--- config.mk ---
export PLATFORM = sky130hd
export DESIGN_NAME = ahb_lite_master
export DESIGN_NICKNAME = d
export VERILOG_FILES = /design/src/rtl/ahb_pkg.sv /design/src/rtl/ahb_rsp_fifo.sv /design/src/rtl/ahb_lite_master.sv
export SDC_FILE = /design/constraint.sdc
export NUM_CORES = 1
export LEC_CHECK = 0
export ABC_AREA = 1
export BUFFER_PORTS_ARGS = -buffer_cell sky130_fd_sc_hd__buf_2
export CAP_MARGIN = 20
export CORE_ASPECT_RATIO = 1.5
export CORE_MARGIN = 3
export CORE_UTILIZATION = 47
export DETAILED_ROUTE_END_ITERATION = 7
export GPL_TIMING_DRIVEN = 0
export HOLD_SLACK_MARGIN = 0.02
export PLACE_DENSITY = 0.9
export SLEW_MARGIN = 20
export SYNTH_ARGS = -nofsm -noshare
export SYNTH_HDL_FRONTEND = slang
export SYNTH_SLANG_ARGS = --single-unit
--- constraint.sdc ---
create_clock -name s_clk_i -period 3 [get_ports s_clk_i]
set_clock_uncertainty 0.15 [all_clocks]
set_input_delay 0.15 -clock s_clk_i [delete_from_list [all_inputs] [get_ports s_clk_i]]
set_output_delay 0.15 -clock s_clk_i [all_outputs]
set_load 0.01 [all_outputs]
--- src/rtl/ahb_pkg.sv ---
// Shared AHB3-Lite encodings plus the interface-parity helpers.
// The RAM checker uses the same parity/checksum functions, so keep them pure.
package ahb_pkg;

    localparam logic [1:0] HTRANS_IDLE   = 2'b00;
    localparam logic [1:0] HTRANS_NONSEQ = 2'b10;

    localparam logic [2:0] HSIZE_BYTE = 3'b000;
    localparam logic [2:0] HSIZE_HALF = 3'b001;
    localparam logic [2:0] HSIZE_WORD = 3'b010;

    localparam logic [2:0] HBURST_SINGLE = 3'b000;
    localparam logic [3:0] HPROT_DEFAULT = 4'b0011;

    // One buffered response
    typedef struct packed {
        logic [31:0] rdata;
        logic        err;
        logic        chkerr;
    } ahb_rsp_t;

    // Address/control parity: bits 0..3 fold haddr nibble-wise,
    // bit 4 covers control, bit 5 covers htrans.
    function automatic logic [5:0] ahb_parity(
        input logic [31:0] haddr,
        input logic [1:0]  htrans,
        input logic        hwrite,
        input logic [2:0]  hsize,
        input logic [2:0]  hburst,
        input logic [3:0]  hprot,
        input logic        hmastlock
    );
        logic [5:0] p;
        p = '0;
        for (int j = 0; j < 8; j++) p[3:0] = p[3:0] ^ haddr[4*j +: 4];
        p[4] = ^hsize ^ ^hburst ^ ^hprot ^ hwrite ^ hmastlock;
        p[5] = ^htrans;
        return p;
    endfunction

    // Data checksum: bit k is the XOR of every data bit whose index is k mod 7
    function automatic logic [6:0] ahb_checksum(input logic [31:0] d);
        logic [6:0] c;
        c = '0;
        for (int k = 0; k < 7; k++)
            for (int i = k; i < 32; i += 7) c[k] = c[k] ^ d[i];
        return c;
    endfunction

endpackage

--- src/rtl/ahb_rsp_fifo.sv ---
// Small synchronous response FIFO with an occupancy count.
// DEPTH must be a power of two so the pointers wrap naturally.
module ahb_rsp_fifo #(
    parameter int DEPTH = 2,
    parameter int WIDTH = 34,
    localparam int AW = $clog2(DEPTH),
    localparam int CW = AW + 1
) (
    input  logic             s_clk_i,
    input  logic             s_resetn_i,
    input  logic             push_i,
    input  logic [WIDTH-1:0] push_data_i,
    input  logic             pop_i,
    output logic [WIDTH-1:0] pop_data_o,
    output logic             empty_o,
    output logic [CW-1:0]    count_o
);

    logic [DEPTH-1:0][WIDTH-1:0] mem;
    logic [AW-1:0]               wr_ptr, rd_ptr;
    logic                        do_push, do_pop;

    assign empty_o    = (count_o == '0);
    assign do_push    = push_i & (count_o != CW'(DEPTH));
    assign do_pop     = pop_i & ~empty_o;
    assign pop_data_o = mem[rd_ptr];

    // Storage needs no reset; occupancy is tracked by the count
    always_ff @(posedge s_clk_i) begin
        if (do_push) mem[wr_ptr] <= push_data_i;
    end

    // Pointers and occupancy
    always_ff @(posedge s_clk_i or negedge s_resetn_i) begin
        if (!s_resetn_i) begin
            wr_ptr  <= '0;
            rd_ptr  <= '0;
            count_o <= '0;
        end else begin
            if (do_push) wr_ptr <= wr_ptr + 1'b1;
            if (do_pop)  rd_ptr <= rd_ptr + 1'b1;
            case ({do_push, do_pop})
                2'b10:   count_o <= count_o + 1'b1;
                2'b01:   count_o <= count_o - 1'b1;
                default: count_o <= count_o;
            endcase
        end
    end

endmodule

--- src/rtl/ahb_lite_master.sv ---
// Single-port AHB3-Lite master: valid/ready requests in, buffered responses out.
// Address phase is combinational from the request; a credit check guarantees a
// FIFO slot for every transfer in flight, so the bus never stalls on the consumer.
module ahb_lite_master
    import ahb_pkg::*;
#(
    parameter int RSP_DEPTH = 2,
    parameter bit IFP       = 1'b0
) (
    input  logic        s_clk_i,
    input  logic        s_resetn_i,
    input  logic        req_valid_i,
    output logic        req_ready_o,
    input  logic [31:0] req_addr_i,
    input  logic        req_write_i,
    input  logic [1:0]  req_size_i,
    input  logic [31:0] req_wdata_i,
    output logic        rsp_valid_o,
    input  logic        rsp_ready_i,
    output logic [31:0] rsp_rdata_o,
    output logic        rsp_err_o,
    output logic        rsp_chkerr_o,
    output logic [31:0] m_haddr_o,
    output logic [1:0]  m_htrans_o,
    output logic        m_hwrite_o,
    output logic [2:0]  m_hsize_o,
    output logic [2:0]  m_hburst_o,
    output logic [3:0]  m_hprot_o,
    output logic        m_hmastlock_o,
    output logic [31:0] m_hwdata_o,
    output logic [5:0]  m_hparity_o,
    output logic [6:0]  m_hwchecksum_o,
    input  logic [31:0] m_hrdata_i,
    input  logic        m_hready_i,
    input  logic        m_hresp_i,
    input  logic [6:0]  m_hrchecksum_i
);

    localparam int CW = $clog2(RSP_DEPTH) + 1;
    localparam logic [CW:0] DEPTH_L = (CW+1)'(RSP_DEPTH);

    logic          cancel, can_issue, accept, complete;
    logic [CW-1:0] fifo_count;
    logic [CW:0]   inflight;
    logic          fifo_empty;
    ahb_rsp_t      push_entry, pop_entry;

    // Data-phase register
    logic          d_valid;
    logic          d_write;
    logic [1:0]    d_size;
    logic [1:0]    d_addr_lo;
    logic [31:0]   d_wdata;

    logic [31:0]   rd_shift, rd_align;

    // First ERROR cycle blocks issue; a same-cycle pop earns no credit
    assign cancel      = m_hresp_i & ~m_hready_i;
    assign inflight    = {1'b0, fifo_count} + {{CW{1'b0}}, d_valid};
    assign can_issue   = ~cancel & (inflight < DEPTH_L);
    assign req_ready_o = can_issue & m_hready_i;
    assign accept      = req_valid_i & req_ready_o;
    assign complete    = d_valid & m_hready_i;

    assign m_htrans_o    = (req_valid_i & can_issue) ? HTRANS_NONSEQ : HTRANS_IDLE;
    assign m_haddr_o     = req_addr_i;
    assign m_hwrite_o    = req_write_i;
    assign m_hsize_o     = {1'b0, req_size_i};
    assign m_hburst_o    = HBURST_SINGLE;
    assign m_hprot_o     = HPROT_DEFAULT;
    assign m_hmastlock_o = 1'b0;
    assign m_hwdata_o    = d_wdata;

    assign m_hparity_o    = IFP ? ahb_parity(m_haddr_o, m_htrans_o, m_hwrite_o, m_hsize_o,
                                             m_hburst_o, m_hprot_o, m_hmastlock_o) : 6'd0;
    assign m_hwchecksum_o = IFP ? ahb_checksum(m_hwdata_o) : 7'd0;

    // Capture the transfer attributes needed in the data phase
    always_ff @(posedge s_clk_i or negedge s_resetn_i) begin
        if (!s_resetn_i) begin
            d_valid   <= 1'b0;
            d_write   <= 1'b0;
            d_size    <= 2'd0;
            d_addr_lo <= 2'd0;
            d_wdata   <= '0;
        end else if (accept) begin
            d_valid   <= 1'b1;
            d_write   <= req_write_i;
            d_size    <= req_size_i;
            d_addr_lo <= req_addr_i[1:0];
            d_wdata   <= req_wdata_i;
        end else if (m_hready_i) begin
            d_valid   <= 1'b0;
        end
    end

    // Move the addressed lane down to bit 0 and clear bytes beyond the size
    assign rd_shift = m_hrdata_i >> {d_addr_lo, 3'b000};
    always_comb begin
        rd_align = rd_shift;
        case (d_size)
            2'd0:    rd_align = {24'd0, rd_shift[7:0]};
            2'd1:    rd_align = {16'd0, rd_shift[15:0]};
            default: rd_align = rd_shift;
        endcase
    end

    // Response for the completing data phase
    always_comb begin
        push_entry.err    = m_hresp_i;
        push_entry.rdata  = (d_write | m_hresp_i) ? 32'd0 : rd_align;
        push_entry.chkerr = IFP & ~d_write & ~m_hresp_i &
                            (ahb_checksum(m_hrdata_i) != m_hrchecksum_i);
    end

    ahb_rsp_fifo #(
        .DEPTH (RSP_DEPTH),
        .WIDTH ($bits(ahb_rsp_t))
    ) u_rsp_fifo (
        .s_clk_i     (s_clk_i),
        .s_resetn_i  (s_resetn_i),
        .push_i      (complete),
        .push_data_i (push_entry),
        .pop_i       (rsp_valid_o & rsp_ready_i),
        .pop_data_o  (pop_entry),
        .empty_o     (fifo_empty),
        .count_o     (fifo_count)
    );

    assign rsp_valid_o  = ~fifo_empty;
    assign rsp_rdata_o  = pop_entry.rdata;
    assign rsp_err_o    = pop_entry.err;
    assign rsp_chkerr_o = pop_entry.chkerr;

endmodule

==> reports/results.tsv <==
stage	metric	value	unit
logic_synthesis	Yosys cell types	31	
flow_run	Max-Cap Viols	0	
layout	layout cell share with drive strength beyond 1	34.7	%
drt	metal3 WL	1940	um
critical_path	Crit-path slowest cell	dfrtp_1	
power_and_ir_drop	Reg power frac	36.6	%
logic_synthesis	synth top area cells	edfxtp_1 37%, nand2_1 21%, dfrtp_1 20%	
logic_synthesis	asr flop ratio synth	38.9	%
drt	Residual DRC	0	
global_route	initial antenna violation count	1	
sta	setup TNS	0	ns
floorplanning	initial core utilization	49.2	%
logic_synthesis	EDFF count, synth	66	
global_route	vias in the first global route	4762	
global_route	gr usage total	25.8	%
logic_synthesis	synthesized area	5290	sq um
status	status	finished, final reports clean	
sta	setup violators final	0	
drt	ANT nets after route	0	
power_and_ir_drop	Int Pwr	3.60	mW
clock_network	Root Buffer	clkbuf_16	
logic_synthesis	Avg Cell Area, Syn	8.99	sq um
worst_hold_path	Hold Path Class	in -> reg	
floorplanning	die width	92.6	um
logic_synthesis	Top FF cell, synth	edfxtp_1	
logic_synthesis	YS warnings	0	
global_route	first-pass GRT wire length	24400	um
floorplanning	IO Pins	239	
power_and_ir_drop	PD cells	830	nW/um^2
placement	dpl cell area	6480	sq um
power_and_ir_drop	clock power share	19.9	%
critical_path	CP Data Arrival Time	1.83	ns
layout	Layout Cells excl Fill	992	
global_route	largest net degree at the start of global routing	43	
placement	detailed placement HPWL	11300	um
logic_synthesis	most common cell in the synthesized netlist	nand2_1	
placement	Routability Congestion	0.920	
sta	actual slew at the worst max-slew pin	0.937	ns
layout	design area	7200	sq um
layout	FILL cells	815	
critical_path	Setup crit start kind	register	
critical_path	Setup crit end kind	primary output	
global_route	total gr overflow	0	
layout	Nets	955	
clock_network	CTS Sinks	108	
drt	met2 wire len	8300	um
clock_network	CTS tree	built	
critical_path	Crit Path Max Fanout	10	
drt	drt first pass iters	5	
sta	max-slew violations	0	
clock_network	cts bufs inserted	9	
power_and_ir_drop	Worst IR Drop VDD	470	uV
drt	Routed Wire Length	16300	um
placement	dpl cells	933	
drt	Top Metal Used	met4	
logic_synthesis	cell taking the most area after synthesis	edfxtp_1	
sta	Final min period	2.13	ns
logic_synthesis	top cells by count, synth	297 x nand2_1, 66 x edfxtp_1, 62 x buf_4	
clock_network	H-tree depth	3	
clock_network	Reg clk slew, reported paths	0.07	ns
placement	# port buffers	177	
floorplanning	die height	136	um
drt	vias	4900	
clock_network	Clock Latency Late Sink	0.35	ns
critical_path	cell chain of the critical path	buf_2 > clkinv_1 > buf_2 > nand2_1 > nand2_1 > buf_2	
logic_synthesis	post-synth top area share	37.4	%
sta	fmax	469	MHz
critical_path	cell repeated most along the worst path	buf_2	
logic_synthesis	register area share after synthesis	57.3	%
floorplanning	row count	46	
power_and_ir_drop	Comb pwr share	43.5	%
power_and_ir_drop	Tot Pwr	5.98	mW
critical_path	critical path class	reg -> out	
sta	Max-slew headroom	37.6	%
floorplanning	Core Area	10800	sq um
drt	Avg Vias per Cell	4.94	
critical_path	CP max stage delay	0.33	ns
power_and_ir_drop	Sw Share	39.7	%
sta	RSZ-0062 raised after global routing	no	
power_and_ir_drop	switching power	2.38	mW
logic_synthesis	register bit total from synthesis	108	
drt	DR iter-0 viols	460	
sta	Final Cycle Share	71.1	%
drt	M1 WL	5360	um
power_and_ir_drop	Static Leak	3.75	nW
sta	Final Hold Vio Count	0	
drt	Wirelength per Cell	16.4	um
clock_network	clock tree buffer depth	2	
critical_path	worst path required time	2.70	ns
clock_network	Post-CTS Resized	0	
floorplanning	die area	12600	sq um
layout	area delta synth->final	36.1	%
logic_synthesis	Synth Instances	589	
-- worst max-delay path: cells and delay by family, from the launching register on --
kind	cells	cell delay, ns
AND/OR/NAND/NOR	2	0.19
buffers and inverters	4	0.97
flip-flops	1	0.33
-- state kept, by name (all words and copies together), names as in the netlist, 2 cells and up --
register	flops
d_size	2
d_addr_lo	2
m_hwdata_o	32
u_rsp_fifo.mem	66
u_rsp_fifo.count_o	2
-- metrics by stage --
stage	hold slack [ns]	utilization [%]	worst slack [ns]
after floorplan	-0.296	-	0.384
after global placement	0.188	59.8	-0.355
after detailed placement	0.191	60.2	1.17
after CTS	0.0293	66.9	0.883
after global routing	0.0523	66.9	0.787
final	0.0409	66.9	0.867
-- logic make-up (layout without fill, tap and decap cells) --
logic type | Yosys count | in the layout | share of synthesized area (%)
flip-flops | 108 | 108 | 57.3
buffers and inverters | 97 | 333 | 12.7
AND/OR/NAND/NOR | 361 | 361 | 27.6
XOR/XNOR | 2 | 2 | 0.331
adder cells (fa/ha/maj) | 1 | 1 | 0.236
AO/OA/AOI/OAI | 18 | 18 | 1.75
other | 2 | 25 | 0.142
-- placed cells by master, fill, tap and decap left out, types with 2 or more instances in the layout --
cell type and instances:
nand3_1 10, edfxtp_1 66, nand2_1 297, nor2_4 2, dlygate4sd3_1 42, buf_6 6, inv_2 4, dfrtp_1 42
clkbuf_1 5, buf_2 187, inv_1 8, buf_4 62, nor2_1 32, nand2_2 11, a21oi_1 16, conb_1 24
clkbuf_16 9, nand4_1 2
-- path summary, 6_finish.rpt --
kind / cells past startpoint / to / slack (ns) / from
worst max-delay path: 6 / rsp_rdata_o[30] / 0.87 / u_rsp_fifo.rd_ptr
worst min-delay path: 3 / u_rsp_fifo.mem[51] / 0.04 / m_hrdata_i[23]
worst max register to register: 5 / u_rsp_fifo.mem[59] / 1.14 / u_rsp_fifo.count_o[0]
worst min register to register: 2 / u_rsp_fifo.wr_ptr / 0.33 / u_rsp_fifo.wr_ptr
max in group asynchronous: 2 / m_hwdata_o[29] / 1.77 / s_resetn_i
min in group asynchronous: 2 / m_hwdata_o[12] / 0.35 / s_resetn_i
-- layout make-up --
class	instances	area, sq um	area share [%]
inverter	13	48.8	0.678
multi-input combinational	406	1680	23.3
sequential	108	3030	42.1
tap	144	180	2.50
buffer	84	622	8.63
clock inverter	5	60.1	0.834
timing repair buffer	220	1330	18.5
clock buffer	11	243	3.37
antenna	1	2.50	0.0347
-- layer usage --
metal | global-route usage (%) | up-vias
li1 | - | 2276
met1 | 26.9 | 2212
met2 | 47.3 | 360
met3 | 6.87 | 52
met4 | 13.0 | 0
met5 | 0 | -
-- power by group through the flow --
stage                     registers (mW)  logic (mW)  clock network (mW)
after floorplan                     2.28        1.43                   0
after global placement              2.19        2.43                   0
after detailed placement            2.19        2.51                   0
after CTS                           2.17        2.57                1.21
after global routing                2.22        2.84                1.26
final                               2.19        2.60                1.19
-- timing repair --
| item | in CTS | in global routing |
|---|---|---|
| setup buffers | 0 | 0 |
| endpoints found under the hold margin | 85 | 0 |
| hold buffers | 42 | 0 |
No activity file was read; power rests on OpenSTA's default activity.
